--- src/rtl/mdu_iterative.sv ---
// mdu_iterative: radix-2 iterative RV32M/RV64M multiply/divide unit.
// One operand bit per cycle behind a start/busy/done handshake.
module mdu_iterative #(
    parameter int XLEN = 32
) (
    input  logic            clk,
    input  logic            reset,
    input  logic            start,
    input  logic [2:0]      op,
    input  logic [XLEN-1:0] a,
    input  logic [XLEN-1:0] b,
    output logic            busy,
    output logic            done,
    output logic [XLEN-1:0] result
);
    localparam int CNT_W = $clog2(XLEN) + 1;

    typedef enum logic [1:0] {IDLE, CALC, DONE} state_t;

    state_t            state_q, state_d;
    logic [CNT_W-1:0]  cnt_q, cnt_d;
    logic [2:0]        op_q, op_d;
    logic [XLEN:0]     hi_q, hi_d;
    logic [XLEN-1:0]   lo_q, lo_d;
    logic [XLEN-1:0]   dv_q, dv_d;
    logic              negq_q, negq_d;
    logic              negr_q, negr_d;
    logic [XLEN-1:0]   result_q, result_d;

    logic              a_sgn, b_sgn, sa, sb, div_zero, div_ovf;
    logic [XLEN-1:0]   mag_a, mag_b, min_val, ones;

    logic [XLEN:0]     mul_sum, div_sh, div_diff, hi_n;
    logic [XLEN-1:0]   lo_n, quo, rmd, fin;
    logic [2*XLEN-1:0] prod;

    // Operand signedness, magnitudes and early-finish detection at start
    always_comb begin
        a_sgn    = (op == 3'b001) || (op == 3'b010) ||
                   (op == 3'b100) || (op == 3'b110);
        b_sgn    = (op == 3'b001) || (op == 3'b100) || (op == 3'b110);
        sa       = a_sgn & a[XLEN-1];
        sb       = b_sgn & b[XLEN-1];
        mag_a    = sa ? -a : a;
        mag_b    = sb ? -b : b;
        min_val  = {1'b1, {(XLEN-1){1'b0}}};
        ones     = '1;
        div_zero = op[2] && (b == '0);
        div_ovf  = ((op == 3'b100) || (op == 3'b110)) &&
                   (a == min_val) && (b == ones);
    end

    // One shift-add or restore-subtract step on {hi, lo}
    always_comb begin
        mul_sum  = hi_q + {1'b0, {XLEN{lo_q[0]}} & dv_q};
        div_sh   = {hi_q[XLEN-1:0], lo_q[XLEN-1]};
        div_diff = div_sh - {1'b0, dv_q};
        if (op_q[2]) begin
            if (div_diff[XLEN]) begin
                hi_n = div_sh;
                lo_n = {lo_q[XLEN-2:0], 1'b0};
            end else begin
                hi_n = div_diff;
                lo_n = {lo_q[XLEN-2:0], 1'b1};
            end
        end else begin
            hi_n = {1'b0, mul_sum[XLEN:1]};
            lo_n = {mul_sum[0], lo_q[XLEN-1:1]};
        end
    end

    // Sign fix-up and result selection after the final step
    always_comb begin
        prod = {hi_n[XLEN-1:0], lo_n};
        if (negq_q) prod = -prod;
        quo = negq_q ? -lo_n : lo_n;
        rmd = negr_q ? -hi_n[XLEN-1:0] : hi_n[XLEN-1:0];
        case (op_q)
            3'b000:                 fin = prod[XLEN-1:0];
            3'b001, 3'b010, 3'b011: fin = prod[2*XLEN-1:XLEN];
            3'b100, 3'b101:         fin = quo;
            default:                fin = rmd;
        endcase
    end

    // Next-state and datapath load control
    always_comb begin
        state_d  = state_q;
        cnt_d    = cnt_q;
        op_d     = op_q;
        hi_d     = hi_q;
        lo_d     = lo_q;
        dv_d     = dv_q;
        negq_d   = negq_q;
        negr_d   = negr_q;
        result_d = result_q;
        unique case (state_q)
            IDLE: begin
                if (start) begin
                    op_d   = op;
                    cnt_d  = '0;
                    negq_d = sa ^ sb;
                    negr_d = sa;
                    hi_d   = '0;
                    lo_d   = op[2] ? mag_a : mag_b;
                    dv_d   = op[2] ? mag_b : mag_a;
                    if (div_zero) begin
                        state_d  = DONE;
                        result_d = op[1] ? a : ones;
                    end else if (div_ovf) begin
                        state_d  = DONE;
                        result_d = op[1] ? '0 : a;
                    end else begin
                        state_d = CALC;
                    end
                end
            end
            CALC: begin
                cnt_d = cnt_q + CNT_W'(1);
                hi_d  = hi_n;
                lo_d  = lo_n;
                if (cnt_q == CNT_W'(XLEN - 1)) begin
                    state_d  = DONE;
                    result_d = fin;
                end
            end
            DONE:    state_d = IDLE;
            default: state_d = IDLE;
        endcase
    end

    // State and datapath registers, synchronous active-low reset
    always_ff @(posedge clk) begin
        if (!reset) begin
            state_q  <= IDLE;
            cnt_q    <= '0;
            op_q     <= '0;
            hi_q     <= '0;
            lo_q     <= '0;
            dv_q     <= '0;
            negq_q   <= 1'b0;
            negr_q   <= 1'b0;
            result_q <= '0;
        end else begin
            state_q  <= state_d;
            cnt_q    <= cnt_d;
            op_q     <= op_d;
            hi_q     <= hi_d;
            lo_q     <= lo_d;
            dv_q     <= dv_d;
            negq_q   <= negq_d;
            negr_q   <= negr_d;
            result_q <= result_d;
        end
    end

    assign busy   = (state_q != IDLE);
    assign done   = (state_q == DONE);
    assign result = result_q;

endmodule

--- config.mk ---
export PLATFORM = sky130hd
export DESIGN_NAME = mdu_iterative
export DESIGN_NICKNAME = d
export VERILOG_FILES = /design/src/rtl/mdu_iterative.sv
export SDC_FILE = /design/constraint.sdc
export NUM_CORES = 1
export LEC_CHECK = 0
export BUFFER_PORTS_ARGS = -buffer_cell sky130_fd_sc_hd__buf_2
export CORE_MARGIN = 5
export CORE_UTILIZATION = 60
export CTS_CLUSTER_SIZE = 12
export DETAILED_ROUTE_END_ITERATION = 10
export PLACE_DENSITY_LB_ADDON = 0.08
export SYNTH_ARGS = -nofsm -noshare
export SYNTH_HDL_FRONTEND = slang
export SYNTH_SLANG_ARGS = --single-unit
--- constraint.sdc ---
create_clock -name clk -period 8.3 [get_ports clk]
set_input_delay 1.66 -clock clk [delete_from_list [all_inputs] [get_ports clk]]
set_output_delay 1.66 -clock clk [all_outputs]
set_load 0.05 [all_outputs]
## After elaboration in Yosys (flattened, before gate mapping)

Index checks and enable logic that the tools add are counted.

- Add/subtract/negate cells: 8
- Equal/unequal tests: 17
- Multiplexer cells: 30
- Bitwise gates (word level): 4
- Reduce and logical (&&, ||, !) cells: 20

Operator list:

| cell | number |
|---|---|
| 32-bit two-way mux | 14 |
| 32-bit negation | 4 |
| 32-bit one-hot mux with 2 select lines | 2 |
| 33-bit two-way mux | 3 |
| 32-bit one-hot mux with 3 select lines | 1 |
| 33-bit one-hot mux with 2 select lines | 1 |
| 32-bit == test, second input constant | 2 |
| 64-bit two-way mux | 1 |
| 64-bit negation | 1 |
| 33-bit by 32-bit adder with 33-bit output | 1 |
| 33-bit by 32-bit subtractor with 33-bit output | 1 |
| 32-bit AND | 1 |
| 32-bit zero test | 1 |
| 3-bit == test, second input constant | 4 |
| 6-bit one-hot mux with 2 select lines | 1 |
| 3-bit by 2-bit == test with 1-bit output, second input constant | 3 |
| 2-bit two-way mux | 4 |
| 6-bit by 1-bit adder with 6-bit output, second input constant | 1 |
| 3-bit by 1-bit == test with 1-bit output, second input constant | 2 |
| 6-bit by 5-bit == test with 1-bit output, second input constant | 1 |
| 1-bit logical OR | 6 |
| 6-bit two-way mux | 1 |
| 2-bit AND reduction | 3 |
| 2-bit != test, second input constant | 2 |
| other kinds (14) | 18 |

- Bits in registers: 142
- Bits of input ports: 70
- Output and inout bits: 34
- Word-level logic and storage cells: 88

## Depth between registers and ports, before layout

- Depth in word-level cells: 9
- Mapped depth: 31
- Gate-level depth less buffers: 29

## Worst setup path before layout

OpenSTA, ideal clock, no wires.

- Kind: reg2reg
- Start: reg lo_q[31]
- End: reg result_q[20], in the netlist result[20]
- Data arrival time: 6.027 ns
- Data required time: 8.176 ns
- Path slack: 2.150 ns
- Stages on the path, launching flop included: 31
- Buffers on the path: 4
- Period minus slack after synthesis: 6.150 ns
- Cells stage by stage: dfxtp_1 > inv_1 > ha_1 > fa_1 > nand2b_1 > a211o_1 > a211o_1 > a21oi_1 > o211ai_1 > a21oi_1 > nor2_1 > nor2_1 > o21ai_0 > nand2b_1 > ha_1 > clkbuf_1 > buf_2 > buf_2 > a21oi_1 > a21oi_1 > ha_1 > and3_1 > nand3b_4 > or4b_4 > or4_1 > buf_2 > or2_4 > o21ai_2 > xnor2_1 > a221oi_2 > o31ai_1

- Cells in the longest elaborated chain, start to end: 8

Ends and longest elaborated chain:

| what | RTL line | RTL |
|---|---|---|
| start: declaration | 24 | `logic [XLEN-1:0] lo_q, lo_d;` |
| start signal: assignment | 149 | `lo_q <= lo_d;` |
| 33-bit by 32-bit subtractor with 33-bit output | 57 | `div_diff = div_sh - {1'b0, dv_q};` |
| 1-bit two-way mux / 33-bit two-way mux (equally long branches) | 59 | `if (div_diff[XLEN]) begin` |
| 32-bit two-way mux / 33-bit two-way mux (equally long branches) | 58 | `if (op_q[2]) begin` |
| 64-bit negation, or another cell as far along | 75 | `if (negq_q) prod = -prod;` |
| 64-bit two-way mux, or another cell as far along | 75 |  |
| 32-bit one-hot mux with 3 select lines (*) | 78 | `case (op_q)` |
| 32-bit two-way mux (*) | 122 | `if (cnt_q == CNT_W'(XLEN - 1)) begin` |
| 32-bit one-hot mux with 2 select lines (*) | 97 | `unique case (state_q)` |
| end signal: assignment | 153 | `result_q <= result_d;` |
| end: declaration | 28 | `logic [XLEN-1:0] result_q, result_d;` |

Every way passes the cells marked *; elsewhere a longest branch is shown, timed or not. The select of a mux whose other input is x is not followed.
A chain may end at the register's enable or synchronous reset.

## Worst setup path in the final report

- Start: reg lo_q[31]
- End: reg result_q[11], in the netlist result[11]

Same word-level chain as after synthesis.

==> impl_results.md <==
- Pwr Density: 169 nW/um^2
- Clock transition at path regs: 0.07 ns
- Setup Viol. Count Final: 0
- P&R area growth vs syn: 7.01%
- Synth cell count leaders: nand2_1 (264), nor2_1 (264), a21oi_1 (222)
- Post-CTS resize count: 0
- Number of buffers created by CTS: 17
- Mapped Area: 16000 sq um
- Setup TNS: 0 ns
- Switching Fraction: 45.5%
- Main synth FF type: dfxtp_1
- Worst setup path class: reg -> reg
- Leak Pwr: 0.00662 uW
- Worst r2r src: lo_q[31]
- Layout cells sized above 1: 9.46%
- Setup repair bufs after CTS: 0
- 1st-iter DRT viols: 2421
- Cells after Synth: 2332
- Nets@finish: 2455
- Worst hold start: result[2]
- Clk network pwr share: 28.3%
- Routed via count: 18790
- Clock root cell: clkbuf_16
- Cells after DPL: 2628
- Combinational share of power: 44.1%
- Clk_skew: 0.0237 ns
- Least-Margin Pin Slew: 1.31 ns
- Clk buf depth: 2
- WHS Path Cells: 2
- Post-route DRC: 0
- Max_cap viols: 0
- Final hold vios: 0
- Hold path endpoint: result[2]
- Reg2reg path depth: 27
- Crit Path Max Fanout: 24
- Worst reg-to-reg setup slack: 0.94 ns
- Vias in the first global route: 17364
- DP HPWL: 49700 microns
- Post-DRT Antenna Nets: 0
- Mapped Avg Cell Area: 6.85 sq um
- Post-DR vias/cell: 7.06
- Worst hold margin: 0.460 ns
- H-tree depth: 4
- Hold WC Path Type: reg -> reg
- FP Rows: 59
- TritonCTS clock tree: built
- Total global-route track usage: 41.7%
- IO Count: 104
- Post-synth EDFFs: 0
- Grt ovf: 0
- CP Data Arrival Time: 7.66 ns
- Crit share post-route: 88.7%
- CORE AREA: 26100 sq um
- DRT Wirelength: 65800 microns
- Synth area leaders: dfxtp_1 (18%), a21oi_1 (7.0%), nand2_1 (6.2%)
- Final max-slew violation count: 0
- Syn_nets: 2475
- Per-cell routed wire length: 24.7 microns
- Max VDD drop: 0.000156 V
- Max Freq: 136 MHz
- Unrepaired setup endpoints after global routing: false
- Clk sinks: 142
- Worst setup SP type: flip-flop
- Die Wd: 173 microns
- Top cell type's share of synthesized area: 17.8%
- Outcome: complete, no violations
- Flop pwr share: 27.6%
- Largest net degree at the start of global routing: 97
- Distinct cells, synth: 99
- Worst R2R End: result[11]
- Initial antenna violation count: 3
- Slew headroom: 10.4%
- Non-Filler Instances: 2661
- Placed cell areas: 16500 sq um
- Switch Pwr: 1320 uW
- Yosys warns: 0
- Die area: 30000 sq um
- Int Pwr: 1580 uW
- Initial core utilization: 61.2%
- Pre-antenna DRT Iters: 9
- FF+latch count, synth: 142
- Port Buffers: 103
- Final worst path period need: 7.36 ns
- Clock Latency Late Sink: 0.45 ns
- Global-route wire length before repair: 100000 microns
- Design area: 17100 sq um
- Seq/Total Area, Yosys: 17.8%
- Hold buffer count at CTS: 0
- Cell taking the most area after synthesis: dfxtp_1
- Routability cong.: 1.08
- Die H: 173 microns
- Worst EP required: 8.60 ns
- Ys async rst share: 0%
- Crit. End Element: flip-flop
==> registers in the layout (all words and copies together), names as in the netlist <==
signal / count
op_q: 3
hi_q: 33
result: 32
negr_q: 1
dv_q: 32
negq_q: 1
cnt_q: 6
state_q: 2
lo_q: 32
==> worst max-delay path by stage <==
stage / start / to / cells after the start
3_5_place_dp: lo_q[31] / result[30] / 28
3_3_place_gp: lo_q[31] / result[5] / 28
5_1_grt: lo_q[31] / result[30] / 28
2_1_floorplan: lo_q[31] / result[20] / 30
6_report: lo_q[31] / result[11] / 27
4_1_cts: lo_q[31] / result[30] / 28
==> worst max-delay path, stage by stage, from the launching register on <==
cell	delay, ns
dfxtp_1	0.39
inv_1	0.07
ha_1	0.23
fa_1	0.40
nand2b_1	0.20
a211o_1	0.38
a211o_1	0.40
a21oi_1	0.36
o211ai_1	0.17
a21oi_1	0.19
nor2_1	0.06
nor2_1	0.08
o21ai_0	0.08
nand2b_1	0.08
ha_1	0.24
buf_4	0.24
nor3b_1	0.29
o211ai_1	0.18
or2_2	0.34
or3_1	0.40
nor2_1	0.20
nand3_1	0.54
or2_2	0.54
nor3_1	0.27
nand2b_1	0.16
xnor2_1	0.09
a211oi_1	0.45
o31ai_1	0.15
==> power by group through the flow <==
| stage | Sequential (uW) | Combinational (uW) | Clock (uW) |
|---|---|---|---|
| 2_1_floorplan | 805 | 841 | 0 |
| 3_3_place_gp | 808 | 1200 | 0 |
| 3_5_place_dp | 810 | 1220 | 0 |
| 4_1_cts | 795 | 1220 | 811 |
| 5_1_grt | 803 | 1350 | 839 |
| 6_report | 799 | 1280 | 820 |
==> final cells by class <==
cell class              count  area (sq um)
repair buffers            131           726
fillers                  2389          9030
diodes                      1          2.50
well taps                 335           419
multi-input cells        1953         12300
clock inverters            14           148
clock buffers              18           450
inverters                  67           253
flip-flops and latches    142          2850
==> routing by layer <==
metal | vias to the layer above | track usage [%] | wire length, microns
met1 | 8708 | 51.6 | 24900
met5 | - | 0 | 11
met2 | 1298 | 66.3 | 28500
li1 | 8476 | - | -
met4 | 2 | 24.9 | 4870
met3 | 306 | 9.53 | 7510
==> layout by cell type, fill, tap and decap left out, types with 41 or more instances in the layout <==
| cell type | synthesis | layout |
|---|---|---|
| nand2_1 | 264 | 263 |
| inv_1 | 64 | 64 |
| o211ai_1 | 72 | 72 |
| a21oi_1 | 222 | 221 |
| ha_1 | 71 | 71 |
| nor2_1 | 264 | 263 |
| nand3_1 | 71 | 71 |
| dfxtp_1 | 142 | 140 |
| xor2_1 | 88 | 88 |
| o21ai_0 | 133 | 133 |
| xnor2_1 | 86 | 86 |
| a31oi_1 | 41 | 41 |
| and2_1 | 57 | 56 |
| nor3_1 | 68 | 68 |
| buf_2 | 12 | 103 |
==> logic make-up (layout without fill, tap and decap cells) <==
| family | after synthesis | in the layout | synth area share (%) |
|---|---|---|---|
| AOI/OAI and AO/OA | 761 | 761 | 31.5 |
| and+or+nand+nor | 894 | 894 | 26.4 |
| muxes | 50 | 50 | 3.23 |
| xor gates and xnor gates | 174 | 174 | 9.53 |
| buffers and inverters | 237 | 230 | 5.71 |
| adders and majority gates | 74 | 74 | 5.87 |
| other | 0 | 1 | 0 |
| DFF | 142 | 142 | 17.8 |
==> metrics by stage <==
step                setup slack [ns]  total power (uW)  util (%)
floorplan                       2.15              1650         -
global placement                1.43              2010      63.2
detailed placement              1.22              2030      63.2
CTS                             1.18              2830      65.4
global route                   0.443              2990      65.4
finish                         0.936              2900      65.5
(Power assumes the default switching activity.)
